==> config.mk <==
export PLATFORM = sky130hd
export DESIGN_NAME = pulse_meter
export DESIGN_NICKNAME = d
export VERILOG_FILES = /design/src/rtl/pulse_meter.sv
export SDC_FILE = /design/constraint.sdc
export NUM_CORES = 1
export LEC_CHECK = 0
export BUFFER_PORTS_ARGS = -buffer_cell sky130_fd_sc_hd__clkbuf_2
export CAP_MARGIN = 10
export CORE_MARGIN = 2
export CORE_UTILIZATION = 30
export CTS_CLUSTER_DIAMETER = 50
export DETAILED_ROUTE_END_ITERATION = 8
export PLACE_DENSITY_LB_ADDON = 0.2
export SYNTH_ARGS = -nofsm -noshare
export SYNTH_HDL_FRONTEND = slang
export SYNTH_SLANG_ARGS = --single-unit
==> constraint.sdc <==
create_clock -name clk -period 2.4 [get_ports clk]
set_input_delay 0.48 -clock clk [delete_from_list [all_inputs] [get_ports clk]]
set_output_delay 0.48 -clock clk [all_outputs]
set_load 0.05 [all_outputs]
==> src/rtl/pulse_meter.sv <==
// pulse_meter: measures the high width and rise-to-rise period of an asynchronous pulse train.
// Optional build macro PULSE_METER_GLITCH_FILTER_EN adds a 2-cycle agreement filter after the synchroniser.
module pulse_meter #(
  parameter int CNT_W = 16
) (
  input  logic             clk,
  input  logic             reset,
  input  logic             enable,
  input  logic             pulse_in,
  output logic             meas_valid,
  input  logic             meas_ready,
  output logic [CNT_W-1:0] high_cnt,
  output logic [CNT_W-1:0] period_cnt,
  output logic             meas_sat,
  output logic [CNT_W-1:0] pulse_count,
  output logic             overrun,
  output logic             busy
);
  typedef enum logic [1:0] {S_IDLE, S_ARM, S_HIGH, S_LOW} state_t;

  localparam logic [CNT_W-1:0] CNT_MAX = '1;
  localparam logic [CNT_W-1:0] CNT_ONE = CNT_W'(1);

  logic             sync1_q, sync2_q, level_q;
  logic             rise, fall;
  state_t           state_q, state_d;
  logic [CNT_W-1:0] wcnt_q, pcnt_q;
  logic             load_cnt, inc_w, inc_p, publish, pub_sat;
  logic             take;
  logic             meas_valid_q, meas_sat_q, overrun_q;
  logic [CNT_W-1:0] high_cnt_q, period_cnt_q, pulse_count_q;

  always_ff @(posedge clk) begin
    if (reset) begin
      sync1_q <= 1'b0;
      sync2_q <= 1'b0;
    end else begin
      sync1_q <= pulse_in;
      sync2_q <= sync1_q;
    end
  end

`ifdef PULSE_METER_GLITCH_FILTER_EN
  // The strobe fires on the second consecutive cycle of disagreement, so it is one cycle later than unfiltered.
  logic diff_q;
  logic accept;

  assign accept = diff_q && (sync2_q != level_q);

  always_ff @(posedge clk) begin
    if (reset) begin
      level_q <= 1'b0;
      diff_q  <= 1'b0;
    end else begin
      diff_q <= (sync2_q != level_q) && !accept;
      if (accept) level_q <= sync2_q;
    end
  end

  assign rise = accept & sync2_q;
  assign fall = accept & ~sync2_q;
`else
  always_ff @(posedge clk) begin
    if (reset) level_q <= 1'b0;
    else       level_q <= sync2_q;
  end

  assign rise = sync2_q & ~level_q;
  assign fall = ~sync2_q & level_q;
`endif

  always_ff @(posedge clk) begin
    if (reset) state_q <= S_IDLE;
    else       state_q <= state_d;
  end

  always_comb begin
    state_d = state_q;
    if (!enable) begin
      state_d = S_IDLE;
    end else begin
      case (state_q)
        S_IDLE: state_d = S_ARM;
        S_ARM:  if (rise) state_d = S_HIGH;
        S_HIGH: begin
          if (pcnt_q == CNT_MAX) state_d = S_ARM;
          else if (fall)         state_d = S_LOW;
        end
        S_LOW: begin
          if (rise)                   state_d = S_HIGH;
          else if (pcnt_q == CNT_MAX) state_d = S_ARM;
        end
        default: state_d = S_IDLE;
      endcase
    end
  end

  // The period counter always leads the width counter, so it alone decides saturation.
  always_comb begin
    load_cnt = 1'b0;
    inc_w    = 1'b0;
    inc_p    = 1'b0;
    publish  = 1'b0;
    pub_sat  = 1'b0;
    busy     = (state_q != S_IDLE);
    if (enable) begin
      case (state_q)
        S_ARM: load_cnt = rise;
        S_HIGH: begin
          if (pcnt_q == CNT_MAX) begin
            publish = 1'b1;
            pub_sat = 1'b1;
          end else begin
            inc_p = 1'b1;
            inc_w = !fall;
          end
        end
        S_LOW: begin
          if (rise) begin
            publish  = 1'b1;
            load_cnt = 1'b1;
          end else if (pcnt_q == CNT_MAX) begin
            publish = 1'b1;
            pub_sat = 1'b1;
          end else begin
            inc_p = 1'b1;
          end
        end
        default: ;
      endcase
    end
  end

  always_ff @(posedge clk) begin
    if (reset) begin
      wcnt_q <= '0;
      pcnt_q <= '0;
    end else if (load_cnt) begin
      wcnt_q <= CNT_ONE;
      pcnt_q <= CNT_ONE;
    end else begin
      if (inc_w) wcnt_q <= wcnt_q + CNT_ONE;
      if (inc_p) pcnt_q <= pcnt_q + CNT_ONE;
    end
  end

  assign take = publish && (!meas_valid_q || meas_ready);

  // A result arriving while the previous one is still unconsumed is dropped and flagged.
  always_ff @(posedge clk) begin
    if (reset) begin
      meas_valid_q  <= 1'b0;
      high_cnt_q    <= '0;
      period_cnt_q  <= '0;
      meas_sat_q    <= 1'b0;
      pulse_count_q <= '0;
      overrun_q     <= 1'b0;
    end else if (take) begin
      meas_valid_q  <= 1'b1;
      high_cnt_q    <= wcnt_q;
      period_cnt_q  <= pcnt_q;
      meas_sat_q    <= pub_sat;
      pulse_count_q <= pulse_count_q + CNT_ONE;
    end else begin
      if (publish)                   overrun_q    <= 1'b1;
      if (meas_valid_q && meas_ready) meas_valid_q <= 1'b0;
    end
  end

  assign meas_valid  = meas_valid_q;
  assign high_cnt    = high_cnt_q;
  assign period_cnt  = period_cnt_q;
  assign meas_sat    = meas_sat_q;
  assign pulse_count = pulse_count_q;
  assign overrun     = overrun_q;
endmodule

**Yosys cells after proc, flatten, opt, wreduce, memory -nomap -nowiden**

Cells that the tools add are included.
Widths: inputs -> output; s select.

- Input port bits: 5
- Output and inout bits: 52
- Flip-flop bits (word level): 88

- Multiplexer cells: 29
- Reduce and logical (&&, ||, !) cells: 14
- Bitwise logic cells: 6
- Equality and inequality tests: 7
- $add $sub $neg: 3

Operator list:

| operator | count |
|---|---|
| $add 16x1->16 const B | 3 |
| $mux 1 | 19 |
| $eq 16x16->1 const B | 1 |
| $mux 2 | 5 |
| $pmux 1 s2 | 4 |
| $pmux 2 s4 | 1 |
| $reduce_bool 2->1 | 4 |
| $ne 3x3->1 const B | 2 |
| $eq 2x2->1 const B | 2 |
| $not 1->1 | 4 |
| $reduce_or 2->1 | 2 |
| $reduce_and 3->1 | 1 |
| $and 1x1->1 | 2 |
| $eq 2x1->1 const B | 1 |
| $logic_and 1x1->1 | 2 |
| $logic_not 1->1 | 2 |
| $logic_not 2->1 | 1 |
| $ne 2x2->1 const B | 1 |
| $reduce_and 2->1 | 1 |
| $logic_or 1x1->1 | 1 |

**Longest topological paths before layout**

Gate-level depths: netlist of the first run.

- Depth in word-level cells: 8
- Mapped depth: 9

**Worst setup path before layout of the first run**

OpenSTA, ideal clock, no wires.

- Kind: register -> register
- Start point: register pulse_count_q[3] (netlist: pulse_count[3])
- End point: register pulse_count_q[12] (netlist: pulse_count[12])
- Stages on the path, launching flop included: 5
- Clock period less this slack: 2051 ps
- Data arrival time: 1930 ps
- Setup slack: 349 ps
- Path buffers: 0
- Setup time: 121 ps
- Cells stage by stage: dfxtp_1 nand4_1 or2_2 a2111oi_0 mux2_2

- Word-level cells in the longest chain between the ends: 1

Ends and longest elaborated chain:

| item | RTL line | RTL |
|---|---|---|
| from (decl) | 31 | `logic [CNT_W-1:0] high_cnt_q, period_cnt_q, pulse_count_q;` |
| from (signal assigned) | 163 | `pulse_count_q <= pulse_count_q + CNT_ONE;` |
| $add 16x1->16 | 163 |  |

No other way between the ends.
A chain may end at the register's enable or synchronous reset.

**Final worst setup path of the first run**

- Start point: register pcnt_q[1]
- End point: register pulse_count_q[15] (netlist: pulse_count[15])

- Word-level cells in the longest chain between the ends: 6

Ends and longest elaborated chain:

| item | RTL line | RTL |
|---|---|---|
| from (decl) | 27 | `logic [CNT_W-1:0] wcnt_q, pcnt_q;` |
| from (signal assigned) | 143 | `if (inc_p) pcnt_q <= pcnt_q + CNT_ONE;` |
| $eq 16x16->1 * | 110, 122 |  |
| $mux 1 * | 110, 122 |  |
| $mux 1 | 119 | `if (rise) begin` |
| $pmux 1 s2 * | 107 | `case (state_q)` |
| $mux 1 * | 106 | `if (enable) begin` |
| $logic_and 1x1->1 * | 147 | `assign take = publish && (!meas_valid_q \|\| meas_ready);` |

Mark *: on every way between the ends. The rest lies on a longest branch, timed or not.

==> flow_metrics.py, run 1 <==
metrics = {
    "clocking": {
        "clkTransAtPathRegs_ns": 0.06,
        "cts_made_buffers": 9,
        "cts-root-buf": "clkbuf_16",
        "clock_latency_ns": 0.34,
        "cts_tree": "built",
        "cts_sinks": 88,
        "clockBufferDepth": 2,
        "htreeDepth": 3,
        "hold_buffers": 0,
    },
    "setup_path": {
        "cp_slowest_cell": "a2111oi_0",
        "timing.rr.start": "pcnt_q[1]",
        "crit_type": "reg -> reg",
        "crit_path_end": "pulse_count[15]",
        "cp_num_cells": 5,
        "crit_required_ns": 2.64,
        "worstPathArrival_ns": 2.48,
        "crit_path_start_kind": "flop",
        "crit_path_max_fanout": 15,
        "cpPeakStageDelay_ns": 0.58,
        "worst-r2r-setup-slack_ns": 0.16,
        "worstRegToRegCells": 5,
        "cp_cell_sequence": "ha_1 -> and3_1 -> nand4_4 -> a2111oi_0 -> mux2_2",
        "rr_endpoint": "pulse_count[15]",
        "cp-end-kind": "flop",
        "crit_buf_inv": 0,
        "cpLargestDelayFamily": "compound AO/OA/AOI/OAI gates",
        "startpoint": "pcnt_q[1]",
    },
    "floorplan": {
        "rows": 44,
        "core_area_um2": 14420,
        "start_util": 0.3051,
        "die-area_um2": 15650,
        "die_w_um": 125.1,
        "die_y_um": 125.1,
        "num_io_pins": 57,
    },
    "place": {
        "placed_area_um2": 4822,
        "portBuffers": 56,
        "place_ws_ns": 0.1800,
        "dp.cells": 697,
        "post-dp-hpwl_um": 6902,
        "place_congestion": 0.8342,
    },
    "global_routing": {
        "antenna_found_initial": 0,
        "grt_pass1_wl_um": 17110,
        "grt_usage": 0.1324,
        "overflow": 0,
        "grt_pass1_vias": 3478,
        "grt_max_degree": 47,
    },
    "timing": {
        "rsz0062_at_grt": "false",
        "setup-tns-final_ns": 0,
        "hold_violations": 0,
        "clock_skew_ns": 0.004444,
        "whs_ns": 0.3446,
        "setup_viol_count_final": 0,
        "fmax_mhz": 445.9,
        "min_period_ns": 2.242,
        "slew_headroom": 0.5283,
        "slew_viol_final": 0,
        "worst_pin_slew_ns": 0.7011,
        "setup_ws_ns": 0.1575,
        "finalCritPeriodShare": 0.9344,
    },
    "yosys": {
        "synth_edf_count": 0,
        "synth-seq-area-share": 0.4003,
        "syn-cell-area_um2": 4400,
        "ys_ff_latch": 88,
        "yosys_warnings": 0,
        "synth_top_area_share": 0.4003,
        "yosysTopAreaCell": "dfxtp_1",
        "ys.flop_type": "dfxtp_1",
        "synthTopCellsByArea": "dfxtp_1 (40%), nand2b_1 (9.7%), mux2i_1 (9.1%)",
        "syn_avg_cell_area_um2": 9.168,
        "syn_inst": 480,
        "synth.distinct_cells": 49,
        "syn_nets": 488,
        "async_flop_share": 0,
    },
    "route": {
        "first_pass_iters": 4,
        "drcViolationCount": 0,
        "ant_nets": 0,
        "vias_per_cell": 5.072,
        "wl_per_cell_um": 14.16,
        "wl_um": 10070,
        "num_vias": 3606,
        "drt_iter0_drc": 131,
    },
    "status": {
        "status": "completed",
    },
    "layout": {
        "finalNetCount": 532,
        "final_cell_mix": "dfxtp_1 (88), nand2b_1 (68), clkbuf_2 (56), mux2i_1 (40), a21oi_1 (25)",
        "design_area_um2": 5097,
        "area_growth_pct": 15.84,
        "final_layout_size_suffix_gt1_frac": 0.1973,
        "antenna_cells": 0,
        "fin_cells": 711,
        "final_common_cell": "dfxtp_1",
    },
    "power_and_ir_drop": {
        "peakVddDrop_mv": 0.2336,
        "leakage_nw": 1.783,
        "powerDensity_nw_per_um2": 569.2,
    },
    "run": {
        "cap_viol_max_count": 0,
    },
    "min_path": {
        "hold_path_class": "in -> reg",
    },
}
==> where the power goes <==
group | switching, W | internal (W)
Combinational | 0.0000516 | 0.0000362
Clock | 0.000568 | 0.000777
Sequential | 0.00000481 | 0.00146
Total | 0.000625 | 0.00228
==> worst min path at each step <==
stage              from      end  cells after the start
3_3_place_gp    sync1_q  sync2_q                      1
4_1_cts        pulse_in  sync1_q                      2
6_report       pulse_in  sync1_q                      2
5_1_grt        pulse_in  sync1_q                      2
3_5_place_dp    sync1_q  sync2_q                      1
2_1_floorplan   sync1_q  sync2_q                      1
==> routing by layer <==
metal	part of all wire	track usage	vias to the layer above	wire length [um]
met5	0	0	-	0
met4	0.013	0.03529	0	127
met3	0.044	0.04493	8	447
met2	0.44	0.2043	61	4407
met1	0.51	0.1774	1697	5086
li1	-	-	1840	-
==> cells in the mapped netlist (6+ instances only) <==
cell type	n
clkbuf_1	18
a211oi_1	8
nand2_1	18
or3_1	13
a21oi_1	25
mux2_2	15
nand3_1	20
nand2b_1	68
o21ai_0	6
dfxtp_1	88
nor2b_1	18
nor2_1	21
nand4_1	13
and3_1	8
a2111oi_0	6
mux2i_1	40
o31ai_1	16
or4_1	18
==> stage by stage <==
stage,total power (W),util
floorplan,0.001566,-
global placement,0.001589,0.3343
detailed placement,0.001592,0.3343
CTS,0.002943,0.3533
global route,0.003010,0.3534
finish,0.002902,0.3534
==> registers in the layout, indices dropped and copies added, names as in the netlist, 2 cells and up <==
signal / count
high_cnt: 16
state_q: 2
pcnt_q: 16
period_cnt: 16
wcnt_q: 16
pulse_count: 16
==> cells by family (layout without fill, tap and decap cells) <==
group	after synthesis	after routing	share of synthesized area
DFF	88	88	0.4003
AOI/OAI and AO/OA	70	70	0.1063
and+or+nand+nor	226	226	0.3111
muxes	55	55	0.1294
adders and majority gates	3	3	0.008531
buffers and inverters	38	85	0.04435
==> cell type report <==
class	count	area, um^2
well taps	184	230.2
inverters	5	18.77
flip-flops and latches	88	1762
fillers	1519	9326
repair buffers	66	367.9
multi-input cells	354	2445
clock buffers	14	274.0
==> timing repair <==
item,4_1_cts,5_1_grt
resized for setup,0,1
setup buffers,0,0
endpoints found under the setup margin,0,1
(Power assumes the default switching activity.)
==> inputs of run 2 (changes only) <==
- REMOVE_ABC_BUFFERS: unset -> 1
==> run 2 against run 1 <==
Die area unchanged; combinational power up 2%; critical path type unchanged; fmax is 1.3% lower; routed wire length shrank 0.76%; count of clock-buffer cells in the layout is 3 lower; cell area up 0.81%.
==> flow_metrics.py, run 2 (synthesized netlist as in run 1, its figures left out) <==
metrics = {
    "status": {
        "status": "completed",
    },
    "setup_path": {
        "worstPathArrival_ns": 2.51,
        "cpPeakStageDelay_ns": 0.56,
        "crit_path_max_fanout": 16,
        "cpLargestDelayFamily": "simple AND/OR/NAND/NOR gates",
        "crit_type": "reg -> reg",
        "cp_slowest_cell": "a2111oi_0",
        "crit_required_ns": 2.63,
        "crit_buf_inv": 0,
        "cp_cell_sequence": "ha_1 -> and3_1 -> nand4_4 -> a2111oi_0 -> mux2_2",
        "crit_path_start_kind": "flop",
        "cp-end-kind": "flop",
    },
    "timing": {
        "rsz0062_at_grt": "true",
        "slew_viol_final": 0,
        "worst_pin_slew_ns": 0.6654,
        "min_period_ns": 2.273,
        "whs_ns": 0.3427,
        "slew_headroom": 0.5564,
        "fmax_mhz": 439.9,
        "setup-tns-final_ns": 0,
        "setup_viol_count_final": 0,
        "hold_violations": 0,
        "finalCritPeriodShare": 0.9471,
        "clock_skew_ns": 0.007673,
    },
    "layout": {
        "final_common_cell": "dfxtp_1",
        "fin_cells": 715,
        "fillers": 1502,
        "final_layout_size_suffix_gt1_frac": 0.2034,
        "antenna_cells": 0,
        "final_cell_mix": "dfxtp_1 (88), nand2b_1 (68), clkbuf_2 (55), mux2i_1 (40), a21oi_1 (25)",
        "area_growth_pct": 16.78,
        "finalNetCount": 535,
    },
    "global_routing": {
        "grt_max_degree": 43,
        "overflow": 0,
        "grt_usage": 0.1295,
        "grt_pass1_vias": 3444,
        "antenna_found_initial": 0,
        "grt_pass1_wl_um": 16770,
    },
    "floorplan": {
        "die_w_um": 125.1,
        "die_y_um": 125.1,
        "core_area_um2": 14420,
        "start_util": 0.3051,
        "rows": 44,
        "num_io_pins": 57,
        "die-area_um2": 15650,
    },
    "place": {
        "place_congestion": 0.8071,
        "dp.cells": 700,
        "post-dp-hpwl_um": 6935,
        "portBuffers": 56,
    },
    "clocking": {
        "clkTransAtPathRegs_ns": 0.06,
        "clock_latency_ns": 0.34,
        "cts_setup_buffers": 0,
        "hold_buffers": 0,
        "cts-root-buf": "clkbuf_16",
        "cts_made_buffers": 9,
        "cts_sinks": 88,
        "htreeDepth": 3,
        "post_cts_resized": 0,
        "cts_tree": "built",
        "clockBufferDepth": 2,
    },
    "route": {
        "num_vias": 3605,
        "drt_iter0_drc": 129,
        "ant_nets": 0,
        "wl_per_cell_um": 13.98,
        "wl_um": 9993,
        "first_pass_iters": 4,
        "drcViolationCount": 0,
        "vias_per_cell": 5.042,
    },
    "power_and_ir_drop": {
        "powerDensity_nw_per_um2": 588.9,
        "peakVddDrop_mv": 0.3543,
        "leakage_nw": 1.810,
    },
    "min_path": {
        "hold_path_class": "in -> reg",
    },
    "run": {
        "cap_viol_max_count": 0,
    },
}
[run 2: changes by cell type in the layout (fill, tap and decap cells not counted)]
cell / delta
a2111oi_0: -2
a2111oi_1: +2
buf_12: -1
buf_2: +1
buf_4: +4
bufinv_16: +2
clkbuf_2: -1
clkbuf_8: -3
clkinv_2: +2
[run 2: final timing paths]
check                 start               to  slack (ns)  cells past startpoint
hold reg to reg     sync1_q          sync2_q        0.46                      1
hold / removal     pulse_in          sync1_q        0.34                      2
setup reg to reg  pcnt_q[1]  pulse_count[14]        0.13                      5
setup / recovery  pcnt_q[1]  pulse_count[14]        0.13                      5
[run 2: power breakdown]
part	total (W)	switching, W	internal (W)
registers	0.00147	0.00000469	0.00146
clock network	0.00147	0.000565	0.000903
logic	0.0000895	0.0000509	0.0000385
total	0.00303	0.000620	0.00241
[run 2: per-stage QoR]
stage | utilization | cell area [um^2] | worst slack [ns] | total power, W
after floorplan | - | 4224 | -0.1939 | 0.001545
after global placement | 0.3350 | 4832 | 0.2785 | 0.001591
after detailed placement | 0.3350 | 4832 | 0.1438 | 0.001593
after CTS | 0.3560 | 5135 | 0.1281 | 0.003076
after global routing | 0.3563 | 5139 | -0.005203 | 0.003146
final | 0.3563 | 5139 | 0.1268 | 0.003026
[run 2: layout make-up]
class | count | area (um^2) | share of cell area
Timing Repair Buffer | 69 | 377.9 | 0.07353
Clock buffer | 11 | 232.7 | 0.04529
Sequential cell | 88 | 1762 | 0.3428
Inverter | 5 | 18.77 | 0.003652
Multi-Input combinational cell | 354 | 2447 | 0.4763
Clock inverter | 4 | 70.07 | 0.01364
Tap cell | 184 | 230.2 | 0.04480
[run 2: metal layers]
metal | global-route usage | vias to the layer above | share of wire
li1 | - | 1841 | -
met5 | 0 | - | 0
met3 | 0.02696 | 13 | 0.026
met2 | 0.2014 | 52 | 0.44
met1 | 0.1718 | 1699 | 0.51
met4 | 0.06209 | 0 | 0.022
[run 2: worst reg2reg max path, delay by kind of cell (launching register included)]
kind            cells  cell delay, ns
mux                 1            0.38
flops               1            0.40
compound gates      1            0.56
simple gates        2            0.61
fa+ha+maj           1            0.21
==> inputs of run 3 (changes only) <==
- CELL_PAD_IN_SITES_DETAIL_PLACEMENT: unset -> 1
- CELL_PAD_IN_SITES_GLOBAL_PLACEMENT: unset -> 1
==> run 3 against run 2 <==
Power down 0.55%; sequential power is essentially flat; cell area up 0.78%; via count is 3.6% higher; first-iteration DRC count grew 2.3%; clock power about the same; combinational power rose by 4.8%; worst hold slack improved by 0.024 ns; final cell count is 0.70% higher; critical endpoint unchanged; largest power group unchanged.
==> flow_metrics.py, run 3 (synthesized netlist as in run 1, its figures left out) <==
metrics = {
    "status": {
        "status": "completed",
    },
    "clocking": {
        "cts_tree": "built",
        "clkTransAtPathRegs_ns": 0.07,
        "hold_buffers": 0,
        "cts-root-buf": "clkbuf_16",
        "htreeDepth": 3,
        "clockBufferDepth": 2,
        "cts_sinks": 88,
        "cts_made_buffers": 9,
        "clock_latency_ns": 0.34,
    },
    "timing": {
        "finalCritPeriodShare": 0.9747,
        "slew_headroom": 0.6301,
        "min_period_ns": 2.339,
        "fmax_mhz": 427.5,
        "worst_pin_slew_ns": 0.5506,
        "setup_viol_count_final": 0,
        "hold_violations": 0,
        "rsz0062_at_grt": "true",
        "clock_skew_ns": 0.01037,
        "whs_ns": 0.3668,
        "slew_viol_final": 0,
        "setup_ws_ns": 0.06075,
    },
    "setup_path": {
        "cpPeakStageDelay_ns": 0.62,
        "crit_path_max_fanout": 15,
        "cp_slowest_cell": "a2111oi_0",
        "worstPathArrival_ns": 2.57,
        "crit_type": "reg -> reg",
        "crit_path_start_kind": "flop",
        "cp-end-kind": "flop",
        "cp_cell_sequence": "ha_1 -> and3_1 -> nand4_4 -> a2111oi_0 -> mux2_2",
        "crit_required_ns": 2.63,
    },
    "power_and_ir_drop": {
        "p_comb_frac": 0.031,
        "p_seq_frac": 0.488,
        "leakage_nw": 1.834,
        "power.switching_w": 0.0006452,
        "internal-power_w": 0.002364,
        "power.share.clock": 0.481,
        "powerDensity_nw_per_um2": 581.1,
        "switching_share": 0.2144,
        "peakVddDrop_mv": 0.2595,
    },
    "global_routing": {
        "overflow": 0,
        "grt_usage": 0.1469,
        "grt_pass1_wl_um": 18950,
        "grt_max_degree": 45,
        "antenna_found_initial": 0,
        "grt_pass1_vias": 3662,
    },
    "floorplan": {
        "die_y_um": 125.1,
        "die_w_um": 125.1,
        "num_io_pins": 57,
        "die-area_um2": 15650,
        "rows": 44,
        "core_area_um2": 14420,
        "start_util": 0.3051,
    },
    "route": {
        "vias_per_cell": 5.185,
        "wl_um": 11410,
        "drt_iter0_drc": 132,
        "wl_per_cell_um": 15.84,
        "drcViolationCount": 0,
        "ant_nets": 0,
        "first_pass_iters": 4,
        "num_vias": 3733,
    },
    "layout": {
        "final_cell_mix": "dfxtp_1 (88), nand2b_1 (68), clkbuf_2 (55), mux2i_1 (40), a21oi_1 (25)",
        "final_layout_size_suffix_gt1_frac": 0.2108,
        "area_growth_pct": 17.69,
        "final_common_cell": "dfxtp_1",
        "finalNetCount": 539,
        "utilization": 0.3590,
        "antenna_cells": 0,
    },
    "min_path": {
        "hold_path_class": "in -> reg",
    },
    "place": {
        "portBuffers": 56,
        "post-dp-hpwl_um": 7869,
        "place_congestion": 0.7669,
        "place_ws_ns": 0.07401,
    },
    "run": {
        "cap_viol_max_count": 0,
    },
}
==> run 3: changes by cell type in the layout (fill, tap and decap cells not counted), sizes merged <==
cell	delta
buf	+4
bufinv	-1
clkbuf	+2
==> run 3: metrics by stage <==
| step | cell area (um^2) | power [W] | setup TNS [ns] | cells |
|---|---|---|---|---|
| final | 5179 | 0.003009 | 0 | 720 |
| after CTS | 5175 | 0.003062 | 0 | 720 |
| after global placement | 4875 | 0.001595 | 0 | 704 |
| after floorplan | 4224 | 0.001545 | -0.1939 | 447 |
| after global routing | 5179 | 0.003120 | -0.2661 | 720 |
| after detailed placement | 4875 | 0.001597 | 0 | 704 |
==> run 3: path summary, 6_finish.rpt <==
check                 start               to  slack (ns)  cells after the start
setup / recovery  pcnt_q[1]  pulse_count[14]        0.06                      5
hold / removal     pulse_in          sync1_q        0.37                      2
setup reg to reg  pcnt_q[1]  pulse_count[14]        0.06                      5
hold reg to reg     sync1_q          sync2_q        0.44                      1
==> run 3: final cells by class <==
type                            count  area, um^2
Clock buffer                       13       260.3
Clock inverter                      3       40.04
Fill cell                        1687        9245
Inverter                            5       18.77
Multi-Input combinational cell    354        2447
Sequential cell                    88        1762
Tap cell                          184       230.2
Timing Repair Buffer               73       420.4
==> run 3: repair_timing <==
action,CTS,global route
gates resized for setup,0,3
endpoints found under the setup margin,0,6
buffers inserted,0,0
==> run 3: power by group through the flow <==
| stage | Sequential (W) | Clock (W) | Combinational (W) |
|---|---|---|---|
| floorplan | 0.00150 | 0 | 0.0000450 |
| global placement | 0.00150 | 0 | 0.0000933 |
| detailed placement | 0.00150 | 0 | 0.0000958 |
| CTS | 0.00147 | 0.00150 | 0.0000957 |
| global route | 0.00147 | 0.00155 | 0.000103 |
| finish | 0.00147 | 0.00145 | 0.0000938 |
==> run 3: worst max-delay path, delay by kind of cell, from the launching register on <==
| family | cells | cell delay, ns |
|---|---|---|
| AND/OR/NAND/NOR | 2 | 0.63 |
| AO/OA/AOI/OAI | 1 | 0.62 |
| flip-flops | 1 | 0.39 |
| multiplexers | 1 | 0.39 |
| adder cells (fa/ha/maj) | 1 | 0.21 |
==> run 3: layer usage <==
| layer | part of all wire | GRT usage | up-vias |
|---|---|---|---|
| li1 | - | - | 1842 |
| met1 | 0.52 | 0.2038 | 1836 |
| met2 | 0.45 | 0.2289 | 45 |
| met3 | 0.025 | 0.02439 | 10 |
| met4 | 0.014 | 0.05686 | 0 |
| met5 | 0 | 0 | - |
